--- src/rtl/icache_ctrl_if.sv ---
// Bundles the fetch-side, memory-side and counter signals of icache_ctrl.
// slave is the cache's view; master is the CPU and memory side.
interface icache_ctrl_if #(
   parameter int ADDR_WIDTH = 32,
   parameter int LINE_BYTES = 16
);
   logic                    req_valid_i;
   logic [ADDR_WIDTH-1:0]   req_addr_i;
   logic                    resp_valid_o;
   logic [31:0]             resp_instr_o;
   logic                    busy_o;
   logic                    flush_i;
   logic                    mem_rd_req_valid_o;
   logic                    mem_req_is_instr_o;
   logic [ADDR_WIDTH-1:0]   mem_req_address_o;
   logic                    mem_data_valid_i;
   logic [LINE_BYTES*8-1:0] mem_data_i;
   logic [31:0]             hit_count_o;
   logic [31:0]             miss_count_o;

   modport slave (
      input  req_valid_i, req_addr_i, flush_i, mem_data_valid_i, mem_data_i,
      output resp_valid_o, resp_instr_o, busy_o, mem_rd_req_valid_o,
             mem_req_is_instr_o, mem_req_address_o, hit_count_o, miss_count_o
   );

   modport master (
      output req_valid_i, req_addr_i, flush_i, mem_data_valid_i, mem_data_i,
      input  resp_valid_o, resp_instr_o, busy_o, mem_rd_req_valid_o,
             mem_req_is_instr_o, mem_req_address_o, hit_count_o, miss_count_o
   );
endinterface

--- src/rtl/icache_ctrl.sv ---
// Direct-mapped read-only instruction cache with whole-cache flush and
// hit/miss counters. One outstanding line fill at a time.
//
// state | meaning
// IDLE  | serving hits, accepting requests, applying flushes
// MISS  | line-read outstanding, waiting for mem_data_valid_i
module icache_ctrl #(
   parameter int ADDR_WIDTH = 32,
   parameter int LINE_BYTES = 16,
   parameter int NUM_LINES  = 4
) (
   input logic         clk,
   input logic         rst,
   icache_ctrl_if.slave bus
);
   localparam int OFF   = $clog2(LINE_BYTES);
   localparam int IDX   = $clog2(NUM_LINES);
   localparam int TAG   = ADDR_WIDTH - OFF - IDX;
   localparam int LW    = LINE_BYTES * 8;
   localparam int WORDS = LINE_BYTES / 4;

   typedef enum logic {IDLE, MISS} state_t;

   state_t                state_q, state_d;
   logic [NUM_LINES-1:0]  valid_q;
   logic [TAG-1:0]        tag_q  [NUM_LINES];
   logic [LW-1:0]         data_q [NUM_LINES];
   logic                  flush_pend_q;
   logic [ADDR_WIDTH-1:0] miss_addr_q;

   logic                  resp_valid_q;
   logic [31:0]           resp_instr_q;
   logic                  mem_req_q;
   logic [ADDR_WIDTH-1:0] mem_addr_q;
   logic [31:0]           hit_cnt_q;
   logic [31:0]           miss_cnt_q;

   logic                  accept_hit, accept_miss, fill, clear_all, set_pend;

   logic [TAG-1:0]        req_tag;
   logic [IDX-1:0]        req_idx;
   logic [TAG-1:0]        miss_tag;
   logic [IDX-1:0]        miss_idx;
   logic                  hit;

   assign req_tag  = bus.req_addr_i[ADDR_WIDTH-1:OFF+IDX];
   assign req_idx  = bus.req_addr_i[OFF+IDX-1:OFF];
   assign miss_tag = miss_addr_q[ADDR_WIDTH-1:OFF+IDX];
   assign miss_idx = miss_addr_q[OFF+IDX-1:OFF];
   assign hit      = valid_q[req_idx] && (tag_q[req_idx] == req_tag);

   // Shift-based select keeps the word field usable even for 4-byte lines.
   function automatic logic [31:0] sel_word(input logic [LW-1:0] line,
                                            input logic [ADDR_WIDTH-1:0] addr);
      logic [ADDR_WIDTH-1:0] w;
      logic [LW-1:0]         shifted;
      w       = (addr >> 2) & ADDR_WIDTH'(WORDS - 1);
      shifted = line >> (w << 5);
      return shifted[31:0];
   endfunction

   // Next-state and per-cycle control decode.
   always_comb begin
      state_d     = state_q;
      accept_hit  = 1'b0;
      accept_miss = 1'b0;
      fill        = 1'b0;
      clear_all   = 1'b0;
      set_pend    = 1'b0;
      case (state_q)
         IDLE: begin
            // A deferred or fresh flush takes the cycle; any request is refused.
            if (flush_pend_q || bus.flush_i) begin
               clear_all = 1'b1;
            end else if (bus.req_valid_i) begin
               if (hit) begin
                  accept_hit = 1'b1;
               end else begin
                  accept_miss = 1'b1;
                  state_d     = MISS;
               end
            end
         end
         MISS: begin
            if (bus.flush_i) set_pend = 1'b1;
            if (bus.mem_data_valid_i) begin
               fill    = 1'b1;
               state_d = IDLE;
            end
         end
         default: state_d = IDLE;
      endcase
   end

   // State register, valid bits and pending-flush flag.
   always_ff @(posedge clk) begin
      if (!rst) begin
         state_q      <= IDLE;
         valid_q      <= '0;
         flush_pend_q <= 1'b0;
      end else begin
         state_q <= state_d;
         if (fill)           valid_q[miss_idx] <= 1'b1;
         if (clear_all)      valid_q           <= '0;
         if (set_pend)       flush_pend_q      <= 1'b1;
         else if (clear_all) flush_pend_q      <= 1'b0;
      end
   end

   // Tag and data arrays; contents are qualified by valid_q so no reset needed.
   always_ff @(posedge clk) begin
      if (rst && fill) begin
         tag_q[miss_idx]  <= miss_tag;
         data_q[miss_idx] <= bus.mem_data_i;
      end
   end

   // Miss bookkeeping and memory request outputs.
   always_ff @(posedge clk) begin
      if (!rst) begin
         miss_addr_q <= '0;
         mem_req_q   <= 1'b0;
         mem_addr_q  <= '0;
      end else if (accept_miss) begin
         miss_addr_q <= bus.req_addr_i;
         mem_req_q   <= 1'b1;
         mem_addr_q  <= {bus.req_addr_i[ADDR_WIDTH-1:OFF], {OFF{1'b0}}};
      end else if (fill) begin
         mem_req_q   <= 1'b0;
      end
   end

   // Response register and performance counters.
   always_ff @(posedge clk) begin
      if (!rst) begin
         resp_valid_q <= 1'b0;
         resp_instr_q <= '0;
         hit_cnt_q    <= '0;
         miss_cnt_q   <= '0;
      end else begin
         resp_valid_q <= accept_hit | fill;
         if (accept_hit) resp_instr_q <= sel_word(data_q[req_idx], bus.req_addr_i);
         if (fill)       resp_instr_q <= sel_word(bus.mem_data_i, miss_addr_q);
         if (accept_hit)  hit_cnt_q  <= hit_cnt_q + 32'd1;
         if (accept_miss) miss_cnt_q <= miss_cnt_q + 32'd1;
      end
   end

   assign bus.resp_valid_o       = resp_valid_q;
   assign bus.resp_instr_o       = resp_instr_q;
   assign bus.busy_o             = mem_req_q;
   assign bus.mem_rd_req_valid_o = mem_req_q;
   assign bus.mem_req_is_instr_o = mem_req_q;
   assign bus.mem_req_address_o  = mem_addr_q;
   assign bus.hit_count_o        = hit_cnt_q;
   assign bus.miss_count_o       = miss_cnt_q;
endmodule

--- src/flat_wrapper.sv ---
// flat-port wrapper written by rule: the top's interface ports become plain ports
module icache_ctrl_flat 
#(
   parameter int ADDR_WIDTH = 32,
   parameter int LINE_BYTES = 16,
   parameter int NUM_LINES  = 4
)
  (clk, rst, bus_req_valid_i, bus_req_addr_i, bus_flush_i, bus_mem_data_valid_i, bus_mem_data_i, bus_resp_valid_o, bus_resp_instr_o, bus_busy_o, bus_mem_rd_req_valid_o, bus_mem_req_is_instr_o, bus_mem_req_address_o, bus_hit_count_o, bus_miss_count_o);
  icache_ctrl_if #(.ADDR_WIDTH(ADDR_WIDTH), .LINE_BYTES(LINE_BYTES)) bus_i ();
  input logic clk;
  input logic rst;
  input wire logic [$bits(bus_i.req_valid_i)-1:0] bus_req_valid_i;
  input wire logic [$bits(bus_i.req_addr_i)-1:0] bus_req_addr_i;
  input wire logic [$bits(bus_i.flush_i)-1:0] bus_flush_i;
  input wire logic [$bits(bus_i.mem_data_valid_i)-1:0] bus_mem_data_valid_i;
  input wire logic [$bits(bus_i.mem_data_i)-1:0] bus_mem_data_i;
  output wire logic [$bits(bus_i.resp_valid_o)-1:0] bus_resp_valid_o;
  output wire logic [$bits(bus_i.resp_instr_o)-1:0] bus_resp_instr_o;
  output wire logic [$bits(bus_i.busy_o)-1:0] bus_busy_o;
  output wire logic [$bits(bus_i.mem_rd_req_valid_o)-1:0] bus_mem_rd_req_valid_o;
  output wire logic [$bits(bus_i.mem_req_is_instr_o)-1:0] bus_mem_req_is_instr_o;
  output wire logic [$bits(bus_i.mem_req_address_o)-1:0] bus_mem_req_address_o;
  output wire logic [$bits(bus_i.hit_count_o)-1:0] bus_hit_count_o;
  output wire logic [$bits(bus_i.miss_count_o)-1:0] bus_miss_count_o;
  assign bus_i.req_valid_i = bus_req_valid_i;
  assign bus_i.req_addr_i = bus_req_addr_i;
  assign bus_i.flush_i = bus_flush_i;
  assign bus_i.mem_data_valid_i = bus_mem_data_valid_i;
  assign bus_i.mem_data_i = bus_mem_data_i;
  assign bus_resp_valid_o = bus_i.resp_valid_o;
  assign bus_resp_instr_o = bus_i.resp_instr_o;
  assign bus_busy_o = bus_i.busy_o;
  assign bus_mem_rd_req_valid_o = bus_i.mem_rd_req_valid_o;
  assign bus_mem_req_is_instr_o = bus_i.mem_req_is_instr_o;
  assign bus_mem_req_address_o = bus_i.mem_req_address_o;
  assign bus_hit_count_o = bus_i.hit_count_o;
  assign bus_miss_count_o = bus_i.miss_count_o;
  icache_ctrl #(.ADDR_WIDTH(ADDR_WIDTH), .LINE_BYTES(LINE_BYTES), .NUM_LINES(NUM_LINES)) u_core (.clk(clk), .rst(rst), .bus(bus_i));
endmodule
--- config.mk ---
export PLATFORM = sky130hd
export DESIGN_NAME = icache_ctrl_flat
export DESIGN_NICKNAME = d
export VERILOG_FILES = /design/src/rtl/icache_ctrl_if.sv /design/src/rtl/icache_ctrl.sv /design/src/flat_wrapper.sv
export SDC_FILE = /design/constraint.sdc
export NUM_CORES = 1
export LEC_CHECK = 0
export ABC_CLOCK_PERIOD_IN_PS = 35100
export BUFFER_PORTS_ARGS = -buffer_cell sky130_fd_sc_hd__buf_2
export CAP_MARGIN = 20
export CORE_ASPECT_RATIO = 1.75
export CORE_MARGIN = 3
export CORE_UTILIZATION = 30
export CTS_CLUSTER_SIZE = 24
export DETAILED_ROUTE_END_ITERATION = 6
export PLACE_DENSITY = 0.48
export SYNTH_ARGS = -nofsm -noshare
export SYNTH_HDL_FRONTEND = slang
export SYNTH_SLANG_ARGS = --single-unit
--- constraint.sdc ---
create_clock -name clk -period 35.1 [get_ports clk]
set_input_delay 5.265 -clock clk [delete_from_list [all_inputs] [get_ports clk]]
set_output_delay 5.265 -clock clk [all_outputs]
set_load 0.03 [all_outputs]
==> impl_metrics.yaml <==
power_and_ir_drop:
  p_total_uw: 1890
  irDropWorstVdd_v: 0.0000370
  powerDensity_nw_per_um2: 52.8
  leakage_uw: 0.0119
clock_tree:
  clkLatencyLatePin_ns: 0.65
  clock_path_buffers: 3
  cts.sink_count: 750
  root_buffer: "clkbuf_16"
  hold_buffers: 0
  clk_pin_slew_ns: 0.06
  cts_resized: 0
  cts_tree: "built"
  cts_htree_levels: 3
  post_cts_buffers: 0
  cts_buffers: 75
sta:
  fmax_ghz: 0.0957
  finalHoldViolCount: 0
  fin_crit_sh_pct: 29.8
  period_needed_ns: 10.45
  relSlewSlack_pct: 29.0
  setup_violations: 0
  tightest_slew_ns: 1.06
  finalSetupTns_ns: 0
  hold_ws_ns: 0.474
  fin_worst_skew_ns: 0.0271
  grt_setup_unrepaired: "false"
  drv_slew: 0
floorplanning:
  rows: 154
  design.die.area_um2: 106000
  coreArea_um2: 101000
  die_w_um: 248
  io_pins: 297
  dieHeight_um: 429
  initial_core_util_pct: 30.4
drt:
  vias_per_cell: 5.13
  dr.pass1.iters: 5
  routedWlPerCell_um: 25.1
  vias: 17562
  drc: 0
  drtIter0Drc: 1170
  wirelength_mm: 86.0
  antenna_left: 0
finish:
  stdcell_count: 3424
  syn2layout_area_growth_pct: 16.7
  final_layout_size_suffix_gt1_share_pct: 31.5
  layout_common_cells: "edfxtp_1 (616), buf_2 (287), mux4_2 (204)"
  fin_area_um2: 35800
  fillers: 9625
  fin_nets: 2197
  final_common_cell: "edfxtp_1"
placement:
  dp_hpwl_mm: 52.0
  place_area_um2: 33400
  place_congestion: 0.848
  placed_cells: 3279
  port_buffers: 290
yosys:
  ys_warn_count: 0
  yosysTopAreaCell: "edfxtp_1"
  synth_cells: 1780
  synth_ff_type: "edfxtp_1"
  synth_edf_count: 616
  synth_area_um2: 30700
  synth_top_cell_area_share_pct: 60.2
  synth_top_cells_by_area: "edfxtp_1 (60%), mux4_2 (15%), dfxtp_1 (8.7%)"
  ys_async_sr_fraction_pct: 0
  syn_area_per_cell_um2: 17.3
  yosysSeqAreaShare_pct: 68.9
  ys_seq_elements: 750
  ys_types: 61
critical_path:
  critPathMaxStageDelay_ns: 0.84
  critical_path_class: "primary input to flip-flop"
  cp.arrival_ns: 10.91
  reg2reg_depth: 8
  path_cells: "clkbuf_8, buf_4, buf_4, mux2i_1, xnor2_1, a2111oi_4, o211ai_1, nor4_4, nand4_4, buf_4, nor3_1, a211oi_1"
  crit_fanout: 74
  crit_path_frequent_cell: "buf_4"
  worstPathRequired_ns: 35.56
  worst_setup_path_end_kind: "flip-flop"
  cp_slowest_cell: "buf_4"
  start_kind: "primary input"
grt:
  grt_start_max_net_pins: 116
  grt_pass1_wl_mm: 126
  track_usage_pct: 16.1
  grt_pass1_vias: 18766
  gr-total-overflow: 0
  antenna_found_initial: 13
status:
  outcome: "complete, no violations"
run:
  drv_cap: 0
worst_hold_path:
  worstHoldPathType: "flip-flop to flip-flop"
  hold_depth: 2
==> critical path: cells and delay by family <==
kind	cells	cell delay, ns
AOI/OAI and AO/OA	3	0.64
xor gates and xnor gates	1	0.16
buffers and inverters	4	2.84
and+or+nand+nor	3	1.45
muxes	1	0.36
==> cell type report <==
class	count	area, um2	area share (%)
clock inverter	42	438	1.22
sequential	750	21200	59.1
tap	1326	1660	4.63
inverter	20	75.1	0.209
clock buffer	97	2020	5.64
timing repair buffer	319	1700	4.75
multi-input combinational	864	8750	24.4
antenna	6	15.0	0.0419
==> path summary, 6_finish.rpt <==
path / from / to / slack, ns
max: bus_req_addr_i[5] / u_core.bus.resp_instr_o[13] / 24.65
min: u_core.valid_q[3] / u_core.valid_q[3] / 0.47
max reg2reg: u_core.tag_q[2][9] / u_core.bus.resp_instr_o[13] / 31.08
min reg2reg: u_core.valid_q[3] / u_core.valid_q[3] / 0.47
==> synth_stat cells, types with 18 or more instances <==
cell / instances
clkbuf_1: 66
mux4_2: 204
inv_1: 18
xnor2_1: 30
nand2b_1: 18
a21oi_1: 27
edfxtp_1: 616
buf_4: 37
a211oi_1: 33
nand4_1: 33
dfxtp_1: 134
o21ai_0: 44
mux2i_1: 40
buf_2: 26
nor2_1: 70
nor3_1: 41
nand2_1: 78
nand3_1: 75
==> metal layers <==
metal	GRT usage, %	wire [um]
met1	18.9	33500
met2	29.0	45200
met3	3.28	4910
met4	5.27	2320
met5	0	56
==> cells by family after synthesis <==
| group | share of synthesized area [%] |
|---|---|
| fa+ha+maj | 0.0814 |
| flops | 68.9 |
| compound gates | 4.36 |
| simple gates | 6.28 |
| other cells | 0.0122 |
| buf+inv | 2.77 |
| mux | 16.4 |
| xor+xnor | 1.11 |
==> power by group <==
| part | leakage [uW] | total, uW | internal, uW | switching (uW) |
|---|---|---|---|---|
| clock | 0.00120 | 809 | 457 | 352 |
| sequential | 0.00669 | 976 | 968 | 7.19 |
| combinational | 0.00402 | 108 | 44.0 | 64.0 |
==> per-stage QoR <==
step / util [%] / setup slack [ns]
2_1_floorplan: - / 17.58
3_3_place_gp: 33.0 / 23.85
3_5_place_dp: 33.0 / 23.78
4_1_cts: 35.4 / 24.47
5_1_grt: 35.4 / 24.29
6_report: 35.4 / 24.65
==> registers in the layout (all words and copies together), names as in the netlist <==
name	flops
u_core.bus.busy_o	1
u_core.bus.hit_count_o	32
u_core.bus.miss_count_o	32
u_core.bus.resp_instr_o	32
u_core.bus.resp_valid_o	1
u_core.data_q	512
u_core.flush_pend_q	1
u_core.miss_addr_q	30
u_core.state_q	1
u_core.tag_q	104
u_core.valid_q	4
Power figures use the tool's default switching activity.
